File: config.mk
export PLATFORM = sky130hd
export DESIGN_NAME = lut_cluster_cfg_flat
export DESIGN_NICKNAME = d
export VERILOG_FILES = /design/src/rtl/lut_cluster_cfg_pkg.sv /design/src/rtl/lut_cluster_cfg_if.sv /design/src/rtl/lut_cluster_cfg_ble_cell.sv /design/src/rtl/lut_cluster_cfg.sv /design/src/flat_wrapper.sv
export SDC_FILE = /design/constraint.sdc
export NUM_CORES = 1
export LEC_CHECK = 0
export CAP_MARGIN = 20
export CELL_PAD_IN_SITES_DETAIL_PLACEMENT = 2
export CELL_PAD_IN_SITES_GLOBAL_PLACEMENT = 2
export CORE_ASPECT_RATIO = 1.1
export CORE_UTILIZATION = 45
export DETAILED_ROUTE_END_ITERATION = 10
export PLACE_DENSITY = 0.77
export SLEW_MARGIN = 30
export SYNTH_ARGS = -nofsm -noshare
export SYNTH_HDL_FRONTEND = slang
export SYNTH_SLANG_ARGS = --single-unit
export TNS_END_PERCENT = 50
File: constraint.sdc
create_clock -name clock -period 2.8 [get_ports clock]
set_input_delay 0.42 -clock clock [delete_from_list [all_inputs] [get_ports clock]]
set_output_delay 0.42 -clock clock [all_outputs]
set_load 0.01 [all_outputs]
File: src/rtl/lut_cluster_cfg_pkg.sv
// Shared types and helpers for the run-time configurable LUT cluster.
package lut_cluster_cfg_pkg;

  typedef enum logic [1:0] {
    ST_UNCONFIG = 2'd0,
    ST_LOADING  = 2'd1,
    ST_ACTIVE   = 2'd2
  } cfg_state_e;

  // Length of the whole configuration chain: one select bit plus a 2**K mask per BLE.
  function automatic int unsigned cfg_bits(input int unsigned k, input int unsigned n);
    return n * ((32'd1 << k) + 32'd1);
  endfunction

endpackage

File: src/rtl/lut_cluster_cfg_if.sv
// Configuration and data bus of the LUT cluster; cfg_out exists only with CFG_CHAIN_OUT_EN.
interface lut_cluster_cfg_if #(
  parameter int unsigned K = 6,
  parameter int unsigned N = 4
) ();

  logic           cfg_start;
  logic           cfg_valid;
  logic           cfg_data;
  logic           cfg_active;
  logic           cfg_done;
  logic [N*K-1:0] lut_in;
  logic [N-1:0]   out;
`ifdef CFG_CHAIN_OUT_EN
  logic           cfg_out;

  modport master (
    output cfg_start, cfg_valid, cfg_data, lut_in,
    input  cfg_active, cfg_done, out, cfg_out
  );

  modport slave (
    input  cfg_start, cfg_valid, cfg_data, lut_in,
    output cfg_active, cfg_done, out, cfg_out
  );
`else
  modport master (
    output cfg_start, cfg_valid, cfg_data, lut_in,
    input  cfg_active, cfg_done, out
  );

  modport slave (
    input  cfg_start, cfg_valid, cfg_data, lut_in,
    output cfg_active, cfg_done, out
  );
`endif

endinterface

File: src/rtl/lut_cluster_cfg_ble_cell.sv
// Basic logic element (ble_cell): K-input LUT, D flip-flop and output select.
module lut_cluster_cfg_ble_cell #(
  parameter int unsigned K             = 6,
  parameter logic        INITIAL_VALUE = 1'b0
) (
  input  logic                   clock,
  input  logic                   reset_n,
  input  logic [(1 << K)-1:0]    i_mask,
  input  logic                   i_ff_sel,
  input  logic [K-1:0]           i_lut_in,
  input  logic                   i_enable,
  input  logic                   i_load_init,
  output logic                   o_out_c
);

  logic w_lut;
  logic r_q;

  assign w_lut = i_mask[i_lut_in];

  // Reload to the initial value takes priority over normal capture.
  always_ff @(posedge clock or negedge reset_n) begin
    if (!reset_n) begin
      r_q <= INITIAL_VALUE;
    end else if (i_load_init) begin
      r_q <= INITIAL_VALUE;
    end else if (i_enable) begin
      r_q <= w_lut;
    end
  end

  assign o_out_c = i_ff_sel ? r_q : w_lut;

endmodule

File: src/rtl/lut_cluster_cfg.sv
// Cluster of N BLEs whose masks/selects load through a serial chain.
// Optional CFG_CHAIN_OUT_EN exposes the shifted-out bit as cfg_out for daisy-chaining.
module lut_cluster_cfg
  import lut_cluster_cfg_pkg::*;
#(
  parameter int unsigned K             = 6,
  parameter int unsigned N             = 4,
  parameter logic        INITIAL_VALUE = 1'b0
) (
  input  logic              clock,
  input  logic              reset_n,
  lut_cluster_cfg_if.slave  bus
);

  localparam int unsigned M        = 32'd1 << K;
  localparam int unsigned S        = M + 32'd1;
  localparam int unsigned CFG_BITS = cfg_bits(K, N);
  localparam int unsigned CW       = $clog2(CFG_BITS);

  cfg_state_e          r_state;
  logic [CFG_BITS-1:0] r_cfg;
  logic [CW-1:0]       r_cnt;
  logic                r_done;
`ifdef CFG_CHAIN_OUT_EN
  logic                r_cfg_out;
`endif

  logic         w_accept;
  logic         w_last;
  logic         w_enable;
  logic [N-1:0] w_ble_out;

  // cfg_start wins over cfg_valid; its data bit is dropped.
  assign w_accept = (r_state == ST_LOADING) && bus.cfg_valid && !bus.cfg_start;
  assign w_last   = w_accept && (r_cnt == CW'(CFG_BITS - 1));
  assign w_enable = (r_state == ST_ACTIVE);

  always_ff @(posedge clock or negedge reset_n) begin
    if (!reset_n) begin
      r_state   <= ST_UNCONFIG;
      r_cfg     <= '0;
      r_cnt     <= '0;
      r_done    <= 1'b0;
`ifdef CFG_CHAIN_OUT_EN
      r_cfg_out <= 1'b0;
`endif
    end else begin
      r_done <= 1'b0;
      if (bus.cfg_start) begin
        r_state <= ST_LOADING;
        r_cnt   <= '0;
      end else if (w_accept) begin
        r_cfg <= {bus.cfg_data, r_cfg[CFG_BITS-1:1]};
`ifdef CFG_CHAIN_OUT_EN
        r_cfg_out <= r_cfg[0];
`endif
        if (w_last) begin
          r_state <= ST_ACTIVE;
          r_cnt   <= '0;
          r_done  <= 1'b1;
        end else begin
          r_cnt <= r_cnt + CW'(1);
        end
      end
    end
  end

  // BLE i owns r_cfg[i*S +: S]: bit 0 is ff_sel, bits 1..M are the LUT mask.
  for (genvar i = 0; i < N; i++) begin : g_ble
    lut_cluster_cfg_ble_cell #(
      .K             (K),
      .INITIAL_VALUE (INITIAL_VALUE)
    ) u_ble (
      .clock       (clock),
      .reset_n     (reset_n),
      .i_mask      (r_cfg[i*S+1 +: M]),
      .i_ff_sel    (r_cfg[i*S]),
      .i_lut_in    (bus.lut_in[i*K +: K]),
      .i_enable    (w_enable),
      .i_load_init (bus.cfg_start),
      .o_out_c     (w_ble_out[i])
    );
  end

  assign bus.out        = w_enable ? w_ble_out : '0;
  assign bus.cfg_active = w_enable;
  assign bus.cfg_done   = r_done;
`ifdef CFG_CHAIN_OUT_EN
  assign bus.cfg_out    = r_cfg_out;
`endif

endmodule

File: src/flat_wrapper.sv
// flat-port wrapper written by rule: the top's interface ports become plain ports
module lut_cluster_cfg_flat import lut_cluster_cfg_pkg::*;
#(
  parameter int unsigned K             = 6,
  parameter int unsigned N             = 4,
  parameter logic        INITIAL_VALUE = 1'b0
)
  (clock, reset_n, bus_cfg_start, bus_cfg_valid, bus_cfg_data, bus_lut_in, bus_cfg_active, bus_cfg_done, bus_out);
  lut_cluster_cfg_if #(.K(K), .N(N)) bus_i ();
  input  logic clock;
  input  logic reset_n;
  input wire logic [$bits(bus_i.cfg_start)-1:0] bus_cfg_start;
  input wire logic [$bits(bus_i.cfg_valid)-1:0] bus_cfg_valid;
  input wire logic [$bits(bus_i.cfg_data)-1:0] bus_cfg_data;
  input wire logic [$bits(bus_i.lut_in)-1:0] bus_lut_in;
  output wire logic [$bits(bus_i.cfg_active)-1:0] bus_cfg_active;
  output wire logic [$bits(bus_i.cfg_done)-1:0] bus_cfg_done;
  output wire logic [$bits(bus_i.out)-1:0] bus_out;
  assign bus_i.cfg_start = bus_cfg_start;
  assign bus_i.cfg_valid = bus_cfg_valid;
  assign bus_i.cfg_data = bus_cfg_data;
  assign bus_i.lut_in = bus_lut_in;
  assign bus_cfg_active = bus_i.cfg_active;
  assign bus_cfg_done = bus_i.cfg_done;
  assign bus_out = bus_i.out;
  lut_cluster_cfg #(.K(K), .N(N), .INITIAL_VALUE(INITIAL_VALUE)) u_core (.clock(clock), .reset_n(reset_n), .bus(bus_i));
endmodule
==> After elaboration in Yosys (flattened, before gate mapping) <==
Index checks and enable logic that the tools add are counted.
{ "classes": {"addsub": 1, "magnitude_cmp": 4, "n_eq_ne": 3, "n_mux": 30, "n_bitwise": 1, "n_reduce_logical": 9} }
{ "ops": {"columns": ["op", "n"], "rows": [
  ["6-bit by 7-bit less-than comparator with 1-bit output (second input constant)", 4],
  ["9-bit two-way mux", 3],
  ["1-bit binary-select mux with 6-bit select", 4],
  ["1-bit two-way mux", 19],
  ["9-bit by 1-bit adder with 9-bit output (second input constant)", 1],
  ["9-bit == test (second input constant)", 1],
  ["2-bit two-way mux", 3],
  ["2-bit nonzero test", 3],
  ["4-bit two-way mux", 1],
  ["2-bit AND reduction", 2],
  ["1-bit logical AND", 3],
  ["2-bit by 1-bit == test with 1-bit output (second input constant)", 1],
  ["2-bit == test (second input constant)", 1],
  ["1-bit logical NOT", 1],
  ["1-bit NOT", 1]
]} }
{ "word_totals": {"regBits": 276, "output_inout_bits": 6} }

==> Longest topological paths before layout <==
Gate-level depths: netlist of run 1.
{ "logic_depth": {"ltp_word": 7, "ltp_mapped": 8, "depth_no_buf": 6} }

==> Cells and area by module <==
Synthesis of run 1 repeated with hierarchy kept, for this count alone.
{ "hier_totals": {"hier_cells": 1510, "hier_area_um2": 13256.5} }
{ "by_module_without_submodules": {"columns": ["module", "n_inst", "cells_each", "area_each_um2", "seq_area_each_um2"], "rows": [
  ["lut_cluster_cfg", 1, 1162, 10373.7, 6806.5],
  ["lut_cluster_cfg_ble_cell", 4, 87, 720.7, 25.0]
]} }

==> Worst setup path after synthesis of run 1 <==
No wires, ideal clock.
{ "synth_timing": {"path_kind": "input-to-output", "start": "input bus_lut_in[0]", "end": "output bus_out[0]", "arrival_time_ns": 1.944, "required_time_ns": 2.380, "setup_slack_ns": 0.436, "stages": 7, "n_path_buf": 2, "path_cell_list": "buf_6 -> buf_12 -> mux4_1 -> mux2_2 -> o311ai_2 -> mux2_4 -> a21oi_1"} }
{ "synth_between": {"elab_chain_len": 4} }
{ "synth_lines": {"columns": ["element", "line", "text"], "rows": [
  ["from (decl)", "flat_wrapper.sv:15", "input wire logic [$bits(bus_i.lut_in)-1:0] bus_lut_in;"],
  ["1-bit binary-select mux with 6-bit select", "lut_cluster_cfg_ble_cell.sv:19", "assign w_lut = i_mask[i_lut_in];"],
  ["1-bit two-way mux (not written as such)", "lut_cluster_cfg_ble_cell.sv:19", null],
  ["1-bit two-way mux", "lut_cluster_cfg_ble_cell.sv:32", "assign o_out_c = i_ff_sel ? r_q : w_lut;"],
  ["4-bit two-way mux", "lut_cluster_cfg.sv:85", "assign bus.out = w_enable ? w_ble_out : '0;"],
  ["to (decl)", "flat_wrapper.sv:18", "output wire logic [$bits(bus_i.out)-1:0] bus_out;"]
]} }
Every way passes these cells. The select of a mux whose other input is x is not followed.

==> Worst setup path in the final report of run 1 <==
{ "layout_timing": {"start": "register u_core.r_cfg[37]", "end": "output bus_out[0]"} }
{ "layout_between": {"elab_chain_len": 4} }
{ "layout_lines": {"columns": ["element", "line", "text"], "rows": [
  ["from (decl)", "lut_cluster_cfg.sv:21", "logic [CFG_BITS-1:0] r_cfg;"],
  ["from (signal assigned)", "lut_cluster_cfg.sv:53", "r_cfg <= {bus.cfg_data, r_cfg[CFG_BITS-1:1]};"],
  ["1-bit binary-select mux with 6-bit select", "lut_cluster_cfg_ble_cell.sv:19", null],
  ["1-bit two-way mux (not written as such)", "lut_cluster_cfg_ble_cell.sv:19", null],
  ["1-bit two-way mux", "lut_cluster_cfg_ble_cell.sv:32", null],
  ["4-bit two-way mux", "lut_cluster_cfg.sv:85", null]
]} }
Every way passes these cells. The select of a mux whose other input is x is not followed.

==> metrics.cfg, run 1 <==
[timing]
setup-violations-final = 3
fmax_mhz = 344
setup_ws_ns = -0.110
fin_crit_ns = 2.91
slew_violations = 0
hold_violations = 0
tightest_slew_ns = 0.600
tns_ns = -0.227
finClkSkew_ns = 0.0219
rsz0062_at_grt = true
fin_crit_sh_pct = 104
slew_headroom_pct = 60.0

[detailed_routing]
vias = 7797
routed_wirelength_um = 33200
met3WireLength_um = 903
postRouteAntennaNets = 0
viasPerCell = 5.76
top_layer_used = met4
drc = 0
drt-initial-drc-count = 366
met2_length_um = 18200
wl_met1_um = 13300
first_pass_iters = 6
wl_per_cell_um = 24.5

[global_routing]
antenna_found_initial = 0
grt_max_degree = 77
grt_pass1_wl_um = 54300
gr-total-overflow = 0
grt_pass1_vias = 9277
grt_util_all_layers_pct = 24.2

[logic_synthesis]
synth_compound_area_share_pct = 3.96
synth.avg_cell_area_um2 = 14.6
synth.area.mux_share_pct = 35.3
synth_top_area_share_pct = 54.1
synthSimpleGateAreaFrac_pct = 3.63
synth_xor_area_share_pct = 0.343
async_flop_share_pct = 100
synth_enable_flop_cells = 0
syn_inst = 873
synth_area_leaders = dfrtp_1 (54%), mux2_2 (23%), mux2i_1 (5.9%)
ys_seq_elements = 276
synth_nets = 903
synth_ff_type = dfrtp_1
synth_area_um2 = 12800
synth.distinct_cells = 50
synth_top_family_by_area = multiplexers
synth_fa_ha_area_share_pct = 0.0980
synth_top_area_cell = dfrtp_1
yosysSeqAreaShare_pct = 54.1
yosys_warnings = 0

[pwr]
power.density_nw_per_um2 = 610
peakVddDrop_mv = 0.533
p_leak_nw = 7.43

[placement]
io_buffer_count = 34
dp_slack_ns = -0.676
globalplace.congestion = 0.743
hpwl_um = 19700
place_inst = 1275

[die]
ioPinCount = 35
fp.dieH_um = 179
start_util_pct = 45.8
die_x_um = 163
rows = 64
coreArea_um2 = 27900
dieArea_um2 = 29100

[cts]
htreeDepth = 1
cts_buffers = 30
clk_pin_slew_ns = 0.06
clkLatencyLatePin_ns = 0.57
cts_tree = built
cts_sinks = 276
clockBufferDepth = 3
root_buffer = clkbuf_16

[setup_path]
crit_buf_inv = 1
worstPathRequired_ns = 2.38
crit_arrival_ns = 2.49
crit_family = multiplexers
crit_fanout = 3
crit_type = reg -> out
path_cells = mux4_2 -> mux4_2 -> a21oi_2 -> mux2_4 -> a21oi_2 -> buf_2
cp_slowest_stage_delay_ns = 0.51
cp-end-kind = primary output
slowest_stage = mux4_2
critPathLaunchType = register

[run]
max_cap_viol_count = 0

[final_layout]
n_antenna_cell = 0
layout.nets = 998
area_growth_pct = 19.8
final_cell_mix = dfrtp_1 (276), mux2_2 (260), mux2i_1 (71)
layout_commonest_cell = dfrtp_1
final_cell_count_no_fill = 1353
drive_above_1_share_pct = 45.9

[run_status]
outcome = finished with violations
violations = setup timing

[hold_path]
hold_class = in -> async

-- timing repair --
item / 4_1_cts / 5_1_grt
cloned: 2 / 0
resized for setup: 47 / 13
endpoints found under the setup margin: 4 / 5
setup buffers: 18 / 3
hold buffers: 1 / 0
hold endpoints to repair: 71 / 0
pin swaps: 6 / 0
-- flip-flops by register name (all words and copies together) (netlist names) --
register and flops:
u_core.r_state 2, u_core.r_cfg 260, u_core.r_cnt 9, u_core.bus.cfg_done 1
u_core.g_ble.u_ble.r_q 4
-- layer usage --
layer	track usage, %	vias up
li1	-	3444
met1	28.8	4177
met2	45.4	114
met3	2.85	62
met4	7.52	0
met5	0	-
-- power by group --
part	switching, W	internal [W]
clock network	0.00167	0.00249
logic	0.000433	0.000451
registers	0.000140	0.00415
total	0.00225	0.00709
-- path summary, 6_finish.rpt --
kind / from / end / slack [ns] / depth (start not counted)
worst max-delay path: u_core.r_cfg[37]$_DFFE_PN0P_ / bus_out[0] / -0.11 / 6
worst min-delay path: reset_n / u_core.r_cfg[158]$_DFFE_PN0P_ / 0.43 / 2
worst max register to register: u_core.r_state[1]$_DFFE_PN0P_ / u_core.r_cnt[7]$_DFFE_PN0P_ / 0.66 / 8
worst min register to register: u_core.r_cfg[26]$_DFFE_PN0P_ / u_core.r_cfg[26]$_DFFE_PN0P_ / 0.53 / 1
max in group asynchronous: reset_n / u_core.r_cfg[259]$_DFFE_PN0P_ / 1.49 / 3
min in group clock: bus_cfg_data / u_core.r_cfg[259]$_DFFE_PN0P_ / 0.48 / 2
-- layout make-up --
type	count	area [µm²]
Tap cell	363	454
Clock buffer	40	848
Timing Repair Buffer	118	1210
Fill cell	2459	12600
Multi-Input combinational cell	531	5650
Sequential cell	276	6910
Clock inverter	14	186
Inverter	11	41.3
-- synth_stat cells, types with 2 or more instances --
master and number:
mux2i_1 75, o2111ai_1 2, buf_6 3, clkbuf_8 2, nor3_1 6, nand4b_1 4
a2111oi_0 2, buf_2 15, a22oi_1 24, nand3b_1 8, mux2_2 261, nor2b_1 7
a21oi_1 10, nand2_1 15, dfrtp_1 276, clkbuf_1 32, o211ai_1 4, xnor2_1 2
nand4_1 8, nor2_1 13, nand3_1 10, mux4_2 18, a211oi_1 3, and2_1 2
a22o_1 2, o41ai_1 2, xor2_1 3, nand2b_1 5, inv_1 11, mux4_1 15
or3_1 4, o21ai_0 11
-- cells by family (layout without fill, tap and decap cells) --
logic type	after synthesis	after routing
adders and majority gates	1	1
AOI/OAI and AO/OA	70	70
DFF	276	276
muxes	370	370
and+or+nand+nor	85	85
buffers and inverters	66	183
xor gates and xnor gates	5	5
-- per-stage QoR --
stage	hold WS [ns]	total power, W	util, %	area, µm²
6_report	0.430	0.00933	54.9	15300
3_3_place_gp	0.428	0.00511	50.0	13900
4_1_cts	0.442	0.00940	54.7	15200
2_1_floorplan	0.124	0.00480	-	12800
3_5_place_dp	0.449	0.00519	50.0	13900
5_1_grt	0.476	0.00968	54.9	15300
Power figures use the tool's default switching activity.
==> inputs of run 2 (changes only) <==
--- a/config.mk
+++ b/config.mk
@@ -5,6 +5,7 @@
 export SDC_FILE = /design/constraint.sdc
 export NUM_CORES = 1
 export LEC_CHECK = 0
+export ABC_CLOCK_PERIOD_IN_PS = 2800
 export CAP_MARGIN = 20
 export CELL_PAD_IN_SITES_DETAIL_PLACEMENT = 2
 export CELL_PAD_IN_SITES_GLOBAL_PLACEMENT = 2
==> results of run 2 <==
Final layout, timing and power as in run 1 (identical DEF).
==> inputs of run 3 (changes only) <==
--- a/config.mk
+++ b/config.mk
@@ -13,6 +13,7 @@
 export CORE_UTILIZATION = 45
 export DETAILED_ROUTE_END_ITERATION = 10
 export PLACE_DENSITY = 0.77
+export SETUP_SLACK_MARGIN = 0.15
 export SLEW_MARGIN = 30
 export SYNTH_ARGS = -nofsm -noshare
 export SYNTH_HDL_FRONTEND = slang
==> metrics.cfg, run 3 (synthesis gave the netlist of run 1 again) <==
[cts]
clkLatencyLatePin_ns = 0.57
htreeDepth = 1
root_buffer = clkbuf_16
cts_buffers = 30
cts_tree = built
clockBufferDepth = 3
clk_pin_slew_ns = 0.07
cts_sinks = 276

[global_routing]
antenna_found_initial = 0
grt_max_degree = 77
grt_util_all_layers_pct = 24.0
grt_pass1_wl_um = 54100
grt_pass1_vias = 9252
gr-total-overflow = 0

[detailed_routing]
viasPerCell = 5.71
drc = 0
vias = 7727
drt-initial-drc-count = 359
postRouteAntennaNets = 0
first_pass_iters = 5
wl_per_cell_um = 24.4
routed_wirelength_um = 33000

[final_layout]
final_util_pct = 55.1
seqCellArea_um2 = 6910
top_regs = u_core.r_cfg: 260 flops, u_core.r_cnt: 9 flops, u_core.g_ble.u_ble.r_q: 4 flops
largest-register = u_core.r_cfg
multi_input_area_um2 = 5710
largest_register_ffs = 260
layout_commonest_cell = dfrtp_1
final_cell_mix = dfrtp_1 (276), mux2_2 (260), mux2i_1 (70)
area_growth_pct = 20.3
n_antenna_cell = 0
drive_above_1_share_pct = 46.9
layout.nets = 998
fill_cells = 2462

[setup_path]
cp-end-kind = primary output
critPathLaunchType = register
crit_fanout = 3
worstPathRequired_ns = 2.38
crit_arrival_ns = 2.49
crit_type = reg -> out

[die]
ioPinCount = 35
coreArea_um2 = 27900
start_util_pct = 45.8
die_x_um = 163
dieArea_um2 = 29100
fp.dieH_um = 179
rows = 64

[timing]
fin_crit_sh_pct = 104
hold_violations = 0
finClkSkew_ns = 0.0212
setup-violations-final = 2
slew_headroom_pct = 60.4
slew_violations = 0
tightest_slew_ns = 0.594
setup_ws_ns = -0.113
fin_crit_ns = 2.91
fmax_mhz = 343
rsz0062_at_grt = true

[hold_path]
hold_class = in -> async

[placement]
dp_slack_ns = -0.676
io_buffer_count = 34
globalplace.congestion = 0.743
hpwl_um = 19700

[pwr]
p_leak_nw = 7.45
peakVddDrop_mv = 0.536
power.density_nw_per_um2 = 608

[run_status]
violations = setup timing
outcome = finished with violations

[run]
max_cap_viol_count = 0

## run 3: cell count changes in the layout (fill, tap and decap cells not counted), sizes merged
cell           change
clkbuf             +2
dlygate4sd2        -1
clkdlybuf4s50      -1
## run 3: area by class of cell
cell class | instances | area share, %
clock inverter | 14 | 1.21
inverter | 11 | 0.269
multi-input combinational | 531 | 37.2
tap | 363 | 2.96
sequential | 276 | 45.0
timing repair buffer | 118 | 7.84
clock buffer | 40 | 5.52
## run 3: report_power, final
part | total, W | internal, W | leakage (nW) | switching, W
logic | 0.000891 | 0.000454 | 3.12 | 0.000437
registers | 0.00429 | 0.00415 | 3.82 | 0.000141
clock network | 0.00416 | 0.00249 | 0.509 | 0.00167
total | 0.00934 | 0.00709 | 7.45 | 0.00225
## run 3: routing by layer
metal | share of wire (%) | global-route usage [%] | vias to the layer above
li1 | - | - | 3439
met1 | 40 | 28.5 | 4120
met2 | 55 | 45.3 | 110
met3 | 2.7 | 3.05 | 58
met4 | 2.2 | 6.85 | 0
met5 | 0 | 0 | -
## run 3: worst paths after layout
path / startpoint / to / slack (ns) / depth (start not counted)
hold / removal: reset_n / u_core.r_cfg[158]$_DFFE_PN0P_ / 0.43 / 2
max in group asynchronous: reset_n / u_core.r_cfg[259]$_DFFE_PN0P_ / 1.49 / 3
setup / recovery: u_core.r_cfg[37]$_DFFE_PN0P_ / bus_out[0] / -0.11 / 6
setup reg to reg: u_core.r_state[1]$_DFFE_PN0P_ / u_core.r_cnt[7]$_DFFE_PN0P_ / 0.61 / 8
hold reg to reg: u_core.r_cfg[26]$_DFFE_PN0P_ / u_core.r_cfg[26]$_DFFE_PN0P_ / 0.53 / 1
min in group clock: bus_cfg_data / u_core.r_cfg[259]$_DFFE_PN0P_ / 0.48 / 2
## run 3: timing repair
action                     in CTS  in global routing
gates cloned                    2                  0
resized for setup              59                 20
setup endpoints to repair       5                  4
hold buffers                    1                  0
hold endpoints to repair       71                  0
pin swaps                       7                  5
setup buffers                  18                  3
## run 3: worst max-delay path: stages (launching register included)
cell     delay (ns)
dfrtp_1        0.41
mux4_2         0.50
mux4_2         0.51
a21oi_2        0.15
mux2_4         0.18
a21oi_2        0.05
buf_2          0.14
## run 3: metrics by stage
stage | setup TNS, ns | total power [W] | cell area [µm²] | cells | hold slack (ns)
after detailed placement | -2.61 | 0.00519 | 13900 | 1275 | 0.449
after global routing | -0.288 | 0.00967 | 15400 | 1353 | 0.474
after global placement | -2.31 | 0.00511 | 13900 | 1275 | 0.428
final | -0.186 | 0.00934 | 15400 | 1353 | 0.425
after floorplan | 0 | 0.00480 | 12800 | 873 | 0.124
after CTS | -0.127 | 0.00940 | 15300 | 1350 | 0.442
